[src/rtl/stb_fifo_bridge_pkg.sv]
// Shared definitions for the STB channel FIFO bridge: control/status bit
// positions, the control byte layout and the stall watchdog reload value.
package stb_fifo_bridge_pkg;

  localparam int STB_CTRL_FLUSH_H2S = 0;
  localparam int STB_CTRL_FLUSH_S2H = 1;
  localparam int STB_CTRL_DROP_MODE = 2;
  localparam int STB_CTRL_SOC_EN    = 3;

  localparam int STB_STAT_H2S_EMPTY = 0;
  localparam int STB_STAT_H2S_FULL  = 1;
  localparam int STB_STAT_S2H_EMPTY = 2;
  localparam int STB_STAT_S2H_FULL  = 3;
  localparam int STB_STAT_H2S_OVF   = 4;
  localparam int STB_STAT_S2H_OVF   = 5;
  localparam int STB_STAT_SOC_EN    = 6;

  // Watchdog counts down from here; terminal count marks 256 stalled cycles.
  localparam logic [7:0] STB_WD_RELOAD = 8'hFF;

  // Declared MSB first so that flush_h2s lands on bit 0.
  typedef struct packed {
    logic [3:0] rsvd;
    logic       soc_enable;
    logic       drop_mode;
    logic       flush_s2h;
    logic       flush_h2s;
  } stb_ctrl_t;

endpackage

[src/rtl/stb_fifo_bridge_sync_fifo.sv]
// First-word-fall-through synchronous FIFO with one-shot flush; head data
// reads as zero while empty so nothing stale leaks onto the outputs.
module stb_sync_fifo #(
  parameter int DEPTH = 8,
  parameter int WIDTH = 32
) (
  input  logic             clk,
  input  logic             rst,
  input  logic             flush,
  input  logic             push_valid,
  output logic             push_ready,
  input  logic [WIDTH-1:0] push_data,
  output logic             pop_valid,
  input  logic             pop_ready,
  output logic [WIDTH-1:0] pop_data,
  output logic             empty,
  output logic             full
);

  localparam int AW = $clog2(DEPTH);

  logic [AW:0]      wr_ptr;
  logic [AW:0]      rd_ptr;
  logic [WIDTH-1:0] mem [DEPTH];
  logic             do_push;
  logic             do_pop;

  assign empty      = (wr_ptr == rd_ptr);
  assign full       = (wr_ptr[AW] != rd_ptr[AW]) && (wr_ptr[AW-1:0] == rd_ptr[AW-1:0]);
  assign push_ready = !full;
  assign pop_valid  = !empty;
  assign pop_data   = empty ? '0 : mem[rd_ptr[AW-1:0]];
  assign do_push    = push_valid && !full;
  assign do_pop     = pop_ready && !empty;

  // Flush wins over any push on the same edge; a pop that edge has already
  // been consumed by the reader since the head is combinational.
  always_ff @(posedge clk or posedge rst) begin
    if (rst) begin
      wr_ptr <= '0;
      rd_ptr <= '0;
    end else if (flush) begin
      wr_ptr <= '0;
      rd_ptr <= '0;
    end else begin
      if (do_push) wr_ptr <= wr_ptr + (AW+1)'(1);
      if (do_pop)  rd_ptr <= rd_ptr + (AW+1)'(1);
    end
  end

  always_ff @(posedge clk) begin
    if (do_push && !flush) mem[wr_ptr[AW-1:0]] <= push_data;
  end

endmodule

[src/rtl/stb_fifo_bridge.sv]
// STB channel bridge: host words flow to the SoC through h2s, SoC words flow
// back through s2h; a control byte flushes/configures, a status byte reports.
module stb_fifo_bridge
  import stb_fifo_bridge_pkg::*;
#(
  parameter int DEPTH         = 8,
  parameter int DATA_WIDTH    = 32,
  parameter int CONTROL_WIDTH = 8,
  parameter int STATUS_WIDTH  = 8
) (
  input  logic                     CLK_I,
  input  logic                     RST_I,
  input  logic                     CTRL_VALID_I,
  output logic                     CTRL_READY_O,
  input  logic [CONTROL_WIDTH-1:0] CTRL_I,
  output logic                     STATUS_VALID_O,
  input  logic                     STATUS_READY_I,
  output logic [STATUS_WIDTH-1:0]  STATUS_O,
  input  logic                     HDATA_VALID_I,
  output logic                     HDATA_READY_O,
  input  logic [DATA_WIDTH-1:0]    HDATA_I,
  output logic                     HDATA_VALID_O,
  input  logic                     HDATA_READY_I,
  output logic [DATA_WIDTH-1:0]    HDATA_O,
  output logic                     SOC_VALID_O,
  input  logic                     SOC_READY_I,
  output logic [DATA_WIDTH-1:0]    SOC_DATA_O,
  input  logic                     SOC_VALID_I,
  output logic                     SOC_READY_O,
  input  logic [DATA_WIDTH-1:0]    SOC_DATA_I
);

  stb_ctrl_t  ctrl_in;
  logic       ctrl_unused;
  logic       ctrl_hs;
  logic       drop_mode;
  logic       soc_enable;
  logic       h2s_empty, h2s_full, h2s_push_ready, h2s_pop_valid;
  logic       s2h_empty, s2h_full, s2h_push_ready;
  logic       h2s_stall, h2s_ovf_ev, s2h_ovf_ev;
  logic       h2s_ovf, s2h_ovf;
  logic       stat_hs;
  logic [7:0] wd_cnt;
  logic [7:0] status_d, status_q;

  always_comb begin
    ctrl_in            = '0;
    ctrl_in.flush_h2s  = CTRL_I[STB_CTRL_FLUSH_H2S];
    ctrl_in.flush_s2h  = CTRL_I[STB_CTRL_FLUSH_S2H];
    ctrl_in.drop_mode  = CTRL_I[STB_CTRL_DROP_MODE];
    ctrl_in.soc_enable = CTRL_I[STB_CTRL_SOC_EN];
  end
  assign ctrl_unused = ^{CTRL_I[CONTROL_WIDTH-1:4], ctrl_in.rsvd};

  assign CTRL_READY_O = 1'b1;
  assign ctrl_hs      = CTRL_VALID_I;

  always_ff @(posedge CLK_I or posedge RST_I) begin
    if (RST_I) begin
      drop_mode  <= 1'b0;
      soc_enable <= 1'b0;
    end else if (ctrl_hs) begin
      drop_mode  <= ctrl_in.drop_mode;
      soc_enable <= ctrl_in.soc_enable;
    end
  end

  stb_sync_fifo #(.DEPTH(DEPTH), .WIDTH(DATA_WIDTH)) u_h2s (
    .clk        (CLK_I),
    .rst        (RST_I),
    .flush      (ctrl_hs && ctrl_in.flush_h2s),
    .push_valid (HDATA_VALID_I),
    .push_ready (h2s_push_ready),
    .push_data  (HDATA_I),
    .pop_valid  (h2s_pop_valid),
    .pop_ready  (SOC_READY_I && soc_enable),
    .pop_data   (SOC_DATA_O),
    .empty      (h2s_empty),
    .full       (h2s_full)
  );

  stb_sync_fifo #(.DEPTH(DEPTH), .WIDTH(DATA_WIDTH)) u_s2h (
    .clk        (CLK_I),
    .rst        (RST_I),
    .flush      (ctrl_hs && ctrl_in.flush_s2h),
    .push_valid (SOC_VALID_I && SOC_READY_O),
    .push_ready (s2h_push_ready),
    .push_data  (SOC_DATA_I),
    .pop_valid  (HDATA_VALID_O),
    .pop_ready  (HDATA_READY_I),
    .pop_data   (HDATA_O),
    .empty      (s2h_empty),
    .full       (s2h_full)
  );

  // Pointers clear asynchronously, but an empty FIFO still looks writable.
  assign HDATA_READY_O = h2s_push_ready && !RST_I;
  assign SOC_VALID_O   = soc_enable && h2s_pop_valid;
  assign SOC_READY_O   = soc_enable && (drop_mode || s2h_push_ready);

  // A push can only happen when not full, so any push also reloads the timer.
  assign h2s_stall  = HDATA_VALID_I && h2s_full;
  assign h2s_ovf_ev = h2s_stall && (wd_cnt == '0);
  assign s2h_ovf_ev = SOC_VALID_I && SOC_READY_O && s2h_full;

  always_ff @(posedge CLK_I or posedge RST_I) begin
    if (RST_I)           wd_cnt <= STB_WD_RELOAD;
    else if (!h2s_stall) wd_cnt <= STB_WD_RELOAD;
    else if (wd_cnt != '0) wd_cnt <= wd_cnt - 8'd1;
  end

  assign stat_hs = STATUS_VALID_O && STATUS_READY_I;

  always_ff @(posedge CLK_I or posedge RST_I) begin
    if (RST_I) begin
      h2s_ovf <= 1'b0;
      s2h_ovf <= 1'b0;
    end else begin
      h2s_ovf <= (h2s_ovf && !stat_hs) || h2s_ovf_ev;
      s2h_ovf <= (s2h_ovf && !stat_hs) || s2h_ovf_ev;
    end
  end

  always_comb begin
    status_d                     = '0;
    status_d[STB_STAT_H2S_EMPTY] = h2s_empty;
    status_d[STB_STAT_H2S_FULL]  = h2s_full;
    status_d[STB_STAT_S2H_EMPTY] = s2h_empty;
    status_d[STB_STAT_S2H_FULL]  = s2h_full;
    status_d[STB_STAT_H2S_OVF]   = h2s_ovf;
    status_d[STB_STAT_S2H_OVF]   = s2h_ovf;
    status_d[STB_STAT_SOC_EN]    = soc_enable;
  end

  // Snapshot of the state as it stood before each edge.
  always_ff @(posedge CLK_I or posedge RST_I) begin
    if (RST_I) begin
      status_q       <= '0;
      STATUS_VALID_O <= 1'b0;
    end else begin
      status_q       <= status_d;
      STATUS_VALID_O <= 1'b1;
    end
  end

  assign STATUS_O = STATUS_WIDTH'(status_q);

endmodule

[config.mk]
export PLATFORM = sky130hd
export DESIGN_NAME = stb_fifo_bridge
export DESIGN_NICKNAME = d
export VERILOG_FILES = /design/src/rtl/stb_fifo_bridge_pkg.sv /design/src/rtl/stb_fifo_bridge_sync_fifo.sv /design/src/rtl/stb_fifo_bridge.sv
export SDC_FILE = /design/constraint.sdc
export NUM_CORES = 1
export LEC_CHECK = 0
export CORE_ASPECT_RATIO = 0.8
export CORE_MARGIN = 4
export CORE_UTILIZATION = 58
export DETAILED_ROUTE_END_ITERATION = 8
export PLACE_DENSITY = 0.87
export SLEW_MARGIN = 25
export SYNTH_ARGS = -nofsm -noshare
export SYNTH_HDL_FRONTEND = slang
export SYNTH_SLANG_ARGS = --single-unit
[constraint.sdc]
create_clock -name CLK_I -period 5.2 [get_ports CLK_I]
set_clock_uncertainty 0.2 [all_clocks]
set_input_delay 1.3 -clock CLK_I [delete_from_list [all_inputs] [get_ports CLK_I]]
set_output_delay 1.3 -clock CLK_I [all_outputs]
set_load 0.01 [all_outputs]
-- Yosys cells after proc, flatten, opt, wreduce, memory -nomap -nowiden
Memory sizes are Yosys's and may differ from the RTL's.
Index checks and enable logic that the tools add are counted.
- bits in registers: 36
- latch bits: 0
- memory bits (writable): 512
- memory bits (read-only): 0
- bits of input ports: 80
- output and inout bits: 78
- memories kept: 2
- add/subtract/negate cells: 5
- multiply operators: 0
- divide/modulo/power cells: 0
- $lt $le $gt $ge: 0
- equal/unequal tests: 7
- shift operators: 0
- mux-type cells: 16
- bitwise logic cells: 0
- reductions and logical operators: 38
- memories (name ; words ; width ; rd ports ; clocked after memory_dff ; write ports ; line ; text):
    u_h2s.mem ; 8 ; 32 ; 1 ; 0 ; 1 ; stb_fifo_bridge_sync_fifo.sv:24 ; logic [WIDTH-1:0] mem [DEPTH];
    u_s2h.mem ; 8 ; 32 ; 1 ; 0 ; 1 ; stb_fifo_bridge_sync_fifo.sv:24 ;
- operator list (cell ; number):
    32-bit two-way mux ; 2
    4-bit two-way mux ; 8
    1-bit logical AND ; 21
    4-bit by 1-bit adder with 4-bit output, second input constant ; 4
    8-bit two-way mux ; 2
    4-bit equality test ; 2
    1-bit zero test ; 8
    8-bit zero test ; 1
    2-bit nonzero test ; 4
    8-bit nonzero test ; 1
    8-bit by 1-bit subtractor with 8-bit output, second input constant ; 1
    3-bit equality test ; 2
    1-bit two-way mux ; 4
    1-bit logical OR ; 3
    1-bit inequality test ; 2
    2-bit by 1-bit inequality test with 1-bit output, second input constant ; 1

-- Logic depth before layout (Yosys ltp)
Gate-level depths: netlist (run 1).
- depth in word-level cells: 10
- gate-level depth with buffers: 7
- depth with buffers taken out: 6

-- Cells and area by module
From an unflattened synthesis (run 1), not the netlist that was laid out.
- cell total of the unflattened synthesis: 1052
- area, all modules: 21993.6 um^2
- by module, submodules not included (module ; instances ; cells each ; area each (um^2) ; sequential area each (um^2)):
    stb_sync_fifo ; 2 ; 488 ; 10541.4 ; 7887.6
    stb_fifo_bridge ; 1 ; 76 ; 910.9 ; 510.5

-- Worst setup path after synthesis (run 1)
OpenSTA, ideal clock, no wires.
- kind: input to register
- start point: input SOC_VALID_I
- end point: memory u_s2h.mem[1][0] (enable)
- setup time: 461 ps
- arrival: 4063 ps
- required time: 4539 ps
- path slack: 476 ps
- cell stages on the path: 4
- buffers on the path: 0
- cells stage by stage: nand2_1 -> a41oi_2 -> nand3_1 -> nor3_1
- cells in the longest elaborated chain, start to end: 5
- ends and longest elaborated chain (element ; line ; text):
    start: declaration ; stb_fifo_bridge.sv:28 ; input logic SOC_VALID_I,
    1-bit logical AND ; stb_fifo_bridge.sv:86 ; .push_valid (SOC_VALID_I && SOC_READY_O),
    1-bit logical AND ; stb_fifo_bridge_sync_fifo.sv:33 ; assign do_push = push_valid && !full;
    1-bit logical AND ; stb_fifo_bridge_sync_fifo.sv:52 ; if (do_push && !flush) mem[wr_ptr[AW-1:0]] <= push_data;
    1-bit two-way mux ; stb_fifo_bridge_sync_fifo.sv:52 ;
    1-bit two-way mux (not written as such) ; stb_fifo_bridge_sync_fifo.sv:52 ;
    end: declaration ; stb_fifo_bridge_sync_fifo.sv:24 ;
Every way passes these cells.

-- Final worst setup path (run 1)
- start point: register u_s2h.wr_ptr[1]
- end point: output HDATA_O[0]
- cells in the longest elaborated chain, start to end: 2
- ends and longest elaborated chain (element ; line ; text):
    start: declaration ; stb_fifo_bridge_sync_fifo.sv:22 ; logic [AW:0] wr_ptr;
    start signal: assignment ; stb_fifo_bridge_sync_fifo.sv:46 ; if (do_push) wr_ptr <= wr_ptr + (AW+1)'(1);
    4-bit equality test ; stb_fifo_bridge_sync_fifo.sv:28 ; assign empty = (wr_ptr == rd_ptr);
    32-bit two-way mux ; stb_fifo_bridge_sync_fifo.sv:32 ; assign pop_data = empty ? '0 : mem[rd_ptr[AW-1:0]];
    end: declaration ; stb_fifo_bridge.sv:24 ; output logic [DATA_WIDTH-1:0] HDATA_O,
Every way passes these cells.

==> results of run 1 <==
-- cells by family after synthesis --
| group | count (synthesis) |
|---|---|
| multiplexers | 195 |
| buffers and inverters | 65 |
| flip-flops | 548 |
| other | 2 |
| XOR/XNOR | 17 |
| AO/OA/AOI/OAI | 31 |
| adder cells (fa/ha/maj) | 6 |
| AND/OR/NAND/NOR | 160 |
-- power by group --
group | internal (mW) | total [mW] | switching, mW
logic | 1.86 | 3.74 | 1.88
clock network | 1.93 | 3.47 | 1.55
registers | 5.07 | 5.24 | 0.166
total | 8.86 | 12.4 | 3.59
-- layout make-up --
type | count | area (um^2)
inverters | 10 | 37.5
fillers | 2070 | 11100
multi-input cells | 412 | 4930
clock buffers | 63 | 1300
diodes | 1 | 2.50
well taps | 480 | 601
repair buffers | 176 | 1740
clock inverters | 26 | 234
flip-flops and latches | 548 | 16300
-- layer usage --
layer	global-route usage, %	share of wire [%]	up-vias
met2	38.9	53	519
met3	3.97	7.4	57
met5	0	0.018	-
li1	-	-	4486
met4	5.52	1.9	2
met1	29.8	37	5533
-- synthesized netlist by cell type, drive strengths merged (10+ instances only) --
cell    instances
nor2           83
a21oi          10
edfxtp        512
or3            11
xnor2          12
o21ai          11
inv            10
nand3          14
dfrtp          28
buf            47
nand2          22
mux4          128
mux2i          66
-- how the worst min path moves through the flow --
stage          slack (ns)                    end  depth (start not counted)              start
3_3_place_gp         0.16  STATUS_O[5]$_DFF_PP0_                          0  s2h_ovf$_DFF_PP0_
6_report             0.19  STATUS_O[4]$_DFF_PP0_                          0  h2s_ovf$_DFF_PP0_
5_1_grt              0.20  STATUS_O[4]$_DFF_PP0_                          0  h2s_ovf$_DFF_PP0_
2_1_floorplan        0.15  STATUS_O[5]$_DFF_PP0_                          0  s2h_ovf$_DFF_PP0_
4_1_cts              0.19  STATUS_O[4]$_DFF_PP0_                          0  h2s_ovf$_DFF_PP0_
3_5_place_dp         0.17  STATUS_O[5]$_DFF_PP0_                          0  s2h_ovf$_DFF_PP0_
-- state kept, by name, summed over array words and instances (netlist names), 4 cells and up --
signal        count
u_h2s.mem       256
u_s2h.mem       256
wd_cnt            8
STATUS_O          7
u_h2s.rd_ptr      4
u_h2s.wr_ptr      4
u_s2h.rd_ptr      4
u_s2h.wr_ptr      4
-- worst max-delay path, delay by kind of cell, from the launching register on --
kind                      cells  cell delay (ns)
xor gates and xnor gates      1             0.51
buffers and inverters         2             1.18
DFF                           1             0.50
and+or+nand+nor               2             0.48
-- per-stage QoR --
step / area (um^2) / instances / setup WS (ns) / util (%) / total power, mW
floorplan: 21500 / 1025 / 0.476 / - / 7.50
global route: 25100 / 1716 / 0.275 / 69.4 / 12.9
global placement: 23600 / 1626 / 1.12 / 65.2 / 8.94
detailed placement: 23600 / 1626 / 1.08 / 65.2 / 9.05
finish: 25100 / 1716 / 0.452 / 69.4 / 12.4
CTS: 25100 / 1715 / 0.408 / 69.4 / 12.6
==> results.md, run 1 <==
* Simple-gate portion of the synthesized area at 3.56%
* Synth Warn # at 0
* Pwr dens at 495 nW/um^2
* Endpoints failing setup at 0
* Initial antenna violation count at 2
* CTS Sinks at 548
* CP Max Fanout at 37
* Critical Path Max Stage Delay at 0.64 ns
* Crit Path Class: reg2out
* Worst Path Required at 3.70 ns
* Mux share of post-synthesis cell area at 16.6%
* Via count at 10600
* Crit end category: output port
* Syn-to-layout area delta at 17.2%
* R2r endpoint: u_h2s.mem[0][3]$_DFFE_PP_
* Largest family of logic cells by synthesized area: multiplexers
* Port Buffers at 151
* CTS resizes at 0
* Min Hold Slack at 0.185 ns
* Max Clk Rate at 0.211 GHz
* Seq/Total Area, Yosys at 75.9%
* Setup crit end: HDATA_O[0]
* Row count at 62
* Cell variety after synth at 48
* Final setup TNS at 0 ns
* Mapped Area at 21500 um^2
* Commonest cells after routing, fill and taps aside: edfxtp_1 (512), clkdlybuf4s50_1 (151), mux4_2 (128), nor2_1 (71), mux2i_1 (66)
* XOR/XNOR Fraction of Synth Area at 0.956%
* CP Data Arrival Time at 3.25 ns
* Vias in the first global route at 11100
* First-pass GRT wire length at 68.5 mm
* Post-synth EDFFs at 512
* Status: finished, final reports clean
* R2r setup slk at 2.16 ns
* Worst VDD drop at 516 uV
* # IOs at 158
* CP max-delay cell: inv_2
* RSZ-0062 raised after global routing: no
* Fraction of layout cells with a size suffix above 1 at 20.8%
* Routability cong. at 0.745
* Relative slew slack at 36.6%
* Top post-synthesis cells by area: edfxtp_1 (72%), mux4_2 (13%), dfrtp_1 (3.3%)
* Via/cell ratio at 6.18
* Tmin final at 4.75 ns
* Mapped Cells at 1024
* Grt ovf at 0
* Max-slew violation count at 0
* Hold-fix buffers at CTS at 0
* Average size of a mapped cell at 21.0 um^2
* Period utilization at 91.3%
* Max clock buf depth at 3
* Worst slew pin tran at 0.951 ns
* Final net count at 1284
* CTS clock-pin slew for the worst setup and hold paths at 0.06 ns
* Leak at 7.93 nW
* Synthesis-stage register bit count at 548
* Hold crit path type: reg2reg
* Post-DRT Antenna Nets at 0
* Fraction of the mapped netlist area in adder cells at 0.350%
* Max cap viols at 0
* Initial Utilization at 59.2%
* Die height at 180 um
* Largest area contributor in the netlist: edfxtp_1
* Area of the core at 36200 um^2
* Drt drc at 0
* CTS Buf Count at 50
* TritonRoute pass-1 iters at 5
* Critical path launch point type: flop
* Post-DR wirelength/cell at 26.1 um
* Post-synth top area share at 71.7%
* Largest net degree at the start of global routing at 69
* Dpl hpwl at 24.5 mm
* H-tree level count at 2
* Final hold vios at 0
* Compound-Gate Fraction of Synth Area at 0.956%
* GRT Util Overall at 22.3%
* Die Wd at 223 um
* Total die area at 40200 um^2
* Commonest non-fill, non-tap cell in the layout: edfxtp_1
* Top_reg_cell synth: edfxtp_1
* CTS tree: done
* Clock latency on the worst-skew pair at 0.58 ns
* Post-synth ARST share at 6.57%
* Crit-path cells: xnor2_1 -> nand4_1 -> inv_2 -> nor2_1 -> clkdlybuf4s50_1
* DRT Wirelength at 44.8 mm
* Reg2reg path depth at 5
* # Post-CTS Setup Buffers at 0
* Launch point of the worst path: u_s2h.wr_ptr[1]$_DFFE_PP0P_
* Root Driver: clkbuf_16
* First DRT Iteration DRCs at 1122
* FF-to-FF Start: u_h2s.rd_ptr[0]$_DFFE_PP0P_
(Power assumes the default switching activity.)
==> inputs of run 2 (changes only) <==
CORE_UTILIZATION = 60   (was 58)
CTS_CLUSTER_DIAMETER = 120   (was unset)
DONT_BUFFER_PORTS = 1   (was unset)
PLACE_DENSITY = 0.84   (was 0.87)
SKIP_LAST_GASP = 1   (was unset)
==> results.md, run 2 (same netlist as run 1, synthesis figures left out) <==
* RSZ-0062 raised after global routing: no
* CTS resizes at 0 (unchanged)
* Initial Utilization at 61.2% (+2.0 points)
* CTS tree: done
* H-tree level count at 2 (unchanged)
* Crit end category: output port
* Max-slew violation count at 0 (unchanged)
* Dpl hpwl at 24.5 mm (-0.23%)
* CTS clock-pin slew for the worst setup and hold paths at 0.06 ns (about the same)
* Area of the core at 35000 um^2 (-3.3%)
* Design Area, Final at 23700 um^2 (-5.7%)
* Final hold vios at 0 (unchanged)
* First DRT Iteration DRCs at 916 (-18%)
* Critical path launch point type: flop
* DRT Wirelength at 42.7 mm (-4.7%)
* Reg2reg path depth at 5 (unchanged)
* Via count at 9959 (-6.0%)
* Total die area at 38900 um^2 (-3.2%)
* CTS Buf Count at 49 (-2.0%)
* Post-DR wirelength/cell at 27.4 um (+4.8%)
* Pwr dens at 483 nW/um^2 (-2.4%)
* Die Wd at 219 um (-1.6%)
* First-pass GRT wire length at 65.2 mm (-4.7%)
* # IOs at 158 (unchanged)
* Initial antenna violation count at 0 (-2)
* Crit-path cells: xnor2_1 -> nand4_1 -> inv_2 -> nor2_1
* CTS Sinks at 548 (unchanged)
* Die height at 177 um (-1.6%)
* Vias in the first global route at 10600 (-4.3%)
* TritonRoute pass-1 iters at 4 (-1)
* Root Driver: clkbuf_16
* Relative slew slack at 36.7% (+0.098 points)
* Clock latency on the worst-skew pair at 0.57 ns (about the same)
* Grt ovf at 0 (unchanged)
* Status: finished, final reports clean
* Placed standard-cell area at 22200 um^2 (-6.0%)
* Endpoints failing setup at 0 (unchanged)
* Crit Path Class: reg2out
* Tmin final at 4.51 ns (-0.242 ns)
* CP Max Fanout at 37 (unchanged)
* Max cap viols at 0 (unchanged)
* Worst Path Required at 3.70 ns (about the same)
* Min Hold Slack at 0.185 ns (+0.000106 ns)
* Max clock buf depth at 3 (unchanged)
* CP max-delay cell: inv_2
* Port Buffers at 0 (-100%)
* Commonest non-fill, non-tap cell in the layout: edfxtp_1
* Post-DRT Antenna Nets at 0 (unchanged)
* Hold-critical path depth at 0 (unchanged)
* # Post-CTS Setup Buffers at 0 (unchanged)
* Worst VDD drop at 375 uV (-27%)
* Hold crit path type: reg2reg
* Largest net degree at the start of global routing at 69 (unchanged)
* Syn-to-layout area delta at 10.5%
* Hold-fix buffers at CTS at 0 (unchanged)
* GRT Util Overall at 22.5% (+0.18 points)
* Fraction of layout cells with a size suffix above 1 at 24.3% (+3.5 points)
* Critical Path Max Stage Delay at 0.71 ns (+0.07 ns)
* CP Data Arrival Time at 3.01 ns (-0.24 ns)
* Final net count at 1138 (-11%)
* Ant. Diodes at 0 (-1)
* Period utilization at 86.7% (-4.6 points)
* Final setup TNS at 0 ns (unchanged)
* Fill cell count at 2086 (+0.77%)
* Via/cell ratio at 6.38 (+3.4%)
* Layout Utilization at 67.7% (-1.7 points)
* Commonest cells after routing, fill and taps aside: edfxtp_1 (512), mux4_2 (128), nor2_1 (71), mux2i_1 (66), clkbuf_16 (50)
* Drt drc at 0 (unchanged)
* Max Clk Rate at 0.222 GHz (+5.4%)
* Routability cong. at 0.762 (+2.2%)
* Leak at 7.39 nW (-6.8%)
* Worst slew pin tran at 0.949 ns (-0.00147 ns)
* Row count at 61 (-1.6%)
==> run 2: cell count changes in the layout (fill, tap and decap cells not counted), sizes merged <==
| cell | delta |
|---|---|
| clkbuf | -2 |
| diode | -1 |
| clkdlybuf4s50 | -151 |
| clkinvlp | +1 |
| buf | +6 |
| clkinv | -1 |
==> run 2: layout make-up <==
| cell class | instances | area [um^2] | area share [%] |
|---|---|---|---|
| clock buffers | 61 | 1290 | 5.45 |
| clock inverters | 26 | 220 | 0.929 |
| inverters | 10 | 37.5 | 0.158 |
| multi-input cells | 412 | 4930 | 20.8 |
| flip-flops and latches | 548 | 16300 | 68.8 |
| well taps | 472 | 591 | 2.49 |
| repair buffers | 31 | 330 | 1.39 |
==> run 2: worst max-delay path: cells and delay by family (launching register included) <==
family        cells  cell delay, ns
buf+inv           1            0.71
simple gates      2            0.60
xor+xnor          1            0.42
flops             1            0.70
==> run 2: final timing paths <==
path / endpoint / slack (ns) / from
min in group asynchronous: STATUS_O[1]$_DFF_PP0_ / 0.27 / RST_I
min: STATUS_O[5]$_DFF_PP0_ / 0.19 / s2h_ovf$_DFF_PP0_
max in group asynchronous: u_h2s.rd_ptr[0]$_DFFE_PP0P_ / 3.89 / RST_I
min reg2reg: STATUS_O[5]$_DFF_PP0_ / 0.19 / s2h_ovf$_DFF_PP0_
max reg2reg: u_s2h.mem[7][16]$_DFFE_PP_ / 1.73 / u_s2h.rd_ptr[0]$_DFFE_PP0P_
max: HDATA_O[26] / 0.69 / u_s2h.rd_ptr[0]$_DFFE_PP0P_
==> run 2: report_power, final <==
part / total, mW / internal [mW] / switching, mW
logic: 2.73 / 1.10 / 1.62
registers: 5.28 / 5.07 / 0.203
clock network: 3.46 / 1.92 / 1.54
==> run 2: per-layer routing <==
layer	vias up	GRT usage, %	part of all wire, %
li1	4200	-	-
met1	5297	30.6	39
met2	391	37.4	51
met5	-	0	0
met3	71	5.06	7.4
met4	0	6.63	2.3
==> run 2: per-stage QoR <==
stage	power, mW	worst slack (ns)	std cells
2_1_floorplan	7.50	0.476	1025
3_3_place_gp	8.02	1.33	1468
3_5_place_dp	8.12	1.23	1473
4_1_cts	11.6	0.618	1560
5_1_grt	11.9	0.472	1560
6_report	11.5	0.693	1560
==> inputs of run 3 (changes only) <==
ABC_AREA = 1   (was unset)
==> results.md, run 3 <==
* Status: finished, final reports clean
* Crit Path Class: reg2out
* Final WS setup at 0.412 ns (-0.281 ns)
* Top cells by count, synth: edfxtp_1 (512), nor2_1 (403), o21ai_0 (274)
* CP Max Fanout at 60 (+62%)
* CP Data Arrival Time at 3.29 ns (+0.28 ns)
* Drt drc at 0 (unchanged)
* Ant. Diodes at 0 (unchanged)
* Max cap viols at 0 (unchanged)
* Grt ovf at 0 (unchanged)
* Cell variety after synth at 39 (-19%)
* Initial antenna violation count at 0 (unchanged)
* Mapped Cells at 1712 (+67%)
* Leak at 8.07 nW (+9.2%)
* Routability cong. at 0.783 (+2.8%)
* DRT Wirelength at 48.4 mm (+13%)
* Max Clk Rate at 0.209 GHz (-5.9%)
* Most common cell in the synthesized netlist: edfxtp_1
* Max-slew violation count at 0 (unchanged)
* Top_reg_cell synth: edfxtp_1
* First DRT Iteration DRCs at 1340 (+46%)
* Critical path launch point type: flop
* Setup slack at placement at 1.08 ns (-0.150 ns)
* Final hold vios at 0 (unchanged)
* CTS resizes at 0 (unchanged)
* Vias in the first global route at 13100 (+23%)
* Clock latency on the worst-skew pair at 0.57 ns (about the same)
* Syn-to-layout area delta at 9.23%
* Worst VDD drop at 473 uV (+26%)
* Worst slew pin tran at 0.947 ns (-0.00210 ns)
* CTS clock-pin slew for the worst setup and hold paths at 0.07 ns (about the same)
* CTS Buf Count at 50 (+2.0%)
* Total die area at 39800 um^2 (+2.3%)
* Synthesis-stage register bit count at 548 (unchanged)
* Port Buffers at 0 (unchanged)
* Relative slew slack at 36.7% (about the same)
* Post-synth top area share at 69.9% (-1.7 points)
* Hold crit path type: reg2reg
* Average size of a mapped cell at 12.8 um^2 (-39%)
* Crit end category: output port
* CTS tree: done
* Max clock buf depth at 3 (unchanged)
* Row count at 62 (+1.6%)
* Initial Utilization at 61.1% (-0.18 points)
* Area of the core at 36000 um^2 (+2.7%)
* Worst Path Required at 3.70 ns (about the same)
* Post-DRT Antenna Nets at 0 (unchanged)
* Mapped Area at 22000 um^2 (+2.4%)
* Largest area contributor in the netlist: edfxtp_1
* Via count at 13700 (+38%)
* Commonest cells after routing, fill and taps aside: edfxtp_1 (512), nor2_1 (398), o21ai_0 (274), o22ai_1 (64), a31oi_1 (64)
* Post-DR wirelength/cell at 21.9 um (-20%)
* Post-synth EDFFs at 512 (unchanged)
* Hold-fix buffers at CTS at 0 (unchanged)
* Fraction of layout cells with a size suffix above 1 at 9.86% (-14 points)
* Die Wd at 222 um (+1.2%)
* Hold-critical path depth at 0 (unchanged)
* TritonRoute pass-1 iters at 5 (+1)
* # Post-CTS Setup Buffers at 0 (unchanged)
* Dpl hpwl at 25.8 mm (+5.5%)
* Via/cell ratio at 6.23 (-2.4%)
* Commonest non-fill, non-tap cell in the layout: edfxtp_1
* Seq/Total Area, Yosys at 74.1% (-1.8 points)
* Pwr dens at 554 nW/um^2 (+15%)
* Die height at 179 um (+1.2%)
* # IOs at 158 (unchanged)
* CTS Sinks at 548 (unchanged)
* Largest net degree at the start of global routing at 85 (+23%)
* Reg2reg path depth at 9 (+4)
* Root Driver: clkbuf_16
* Top post-synthesis cells by area: edfxtp_1 (70%), nor2_1 (6.9%), o21ai_0 (6.2%)
* Post-synth ARST share at 6.57% (unchanged)
* First-pass GRT wire length at 73.4 mm (+13%)
* Synth Warn # at 0 (unchanged)
* Final setup TNS at 0 ns (unchanged)
* Endpoints failing setup at 0 (unchanged)
* Period utilization at 92.1% (+5.4 points)
* Final net count at 1771 (+56%)
* H-tree level count at 2 (unchanged)
* RSZ-0062 raised after global routing: no
* GRT Util Overall at 23.6% (+1.1 points)
* Tmin final at 4.79 ns (+0.281 ns)
-- run 3: cell count changes in the layout (fill, tap and decap cells not counted), sizes merged, moves of 8 or more --
cell   previous run  this run
a21oi            10         0
a31oi             0        64
inv              12        45
mux2i            66         0
mux4            128         0
nand2            22        63
nand3            14        29
nor2             83       409
o21ai            11       335
o22ai             0        64
or3              11         0
xnor2            12         4
-- run 3: power breakdown --
group | switching (mW) | total (mW) | internal, mW
clock | 1.58 | 3.56 | 1.98
combinational | 3.14 | 4.29 | 1.15
sequential | 0.247 | 5.45 | 5.20
total | 4.96 | 13.3 | 8.33
-- run 3: logic make-up (layout without fill, tap and decap cells) --
| kind of cell | Yosys count | after routing | synth area share [%] |
|---|---|---|---|
| fa+ha+maj | 6 | 6 | 0.342 |
| simple gates | 521 | 521 | 9.96 |
| xor+xnor | 13 | 13 | 0.638 |
| flops | 548 | 548 | 74.1 |
| other cells | 2 | 3 | 0.0342 |
| buf+inv | 156 | 167 | 3.41 |
| compound gates | 466 | 466 | 11.5 |
-- run 3: worst paths after layout --
path / end / from / slack [ns]
setup / recovery: SOC_DATA_O[27] / u_h2s.rd_ptr[0]$_DFFE_PP0P_ / 0.41
hold / removal: STATUS_O[4]$_DFF_PP0_ / h2s_ovf$_DFF_PP0_ / 0.19
setup reg to reg: u_h2s.mem[2][8]$_DFFE_PP_ / u_h2s.rd_ptr[0]$_DFFE_PP0P_ / 1.88
hold reg to reg: STATUS_O[4]$_DFF_PP0_ / h2s_ovf$_DFF_PP0_ / 0.19
max in group asynchronous: u_h2s.rd_ptr[0]$_DFFE_PP0P_ / RST_I / 3.88
min in group asynchronous: STATUS_O[4]$_DFF_PP0_ / RST_I / 0.57
-- run 3: cell type report --
| class | count | area, um^2 |
|---|---|---|
| Sequential cell | 548 | 16300 |
| Fill cell | 2364 | 12000 |
| Multi-Input combinational cell | 1009 | 5060 |
| Clock buffer | 59 | 1280 |
| Tap cell | 480 | 601 |
| Clock inverter | 32 | 304 |
| Timing Repair Buffer | 33 | 300 |
| Inverter | 43 | 169 |
-- run 3: per-stage QoR --
stage,instance area (um^2),total power [mW],std cells,hold WS [ns],utilization [%]
final,24000,13.3,2204,0.191,66.7
after global routing,24000,14.0,2204,0.213,66.7
after CTS,24000,13.3,2204,0.196,66.7
after detailed placement,22400,9.76,2113,0.166,62.3
after global placement,22400,9.60,2111,0.162,62.1
after floorplan,22000,8.70,1713,0.154,-
-- run 3: layer usage --
metal  track usage, %  part of all wire, %
met2             39.3                   50
met1             32.1                   39
met3             4.70                  8.5
met5                0                    0
met4             7.62                  2.6
-- run 3: worst max-delay path: stages, from the launching register on --
cell and delay [ns]:
dfrtp_4 0.85, clkinv_2 0.76, buf_4 0.46, o21ai_0 0.20, o22ai_1 0.10, o21ai_1 0.16, a31oi_1 0.14
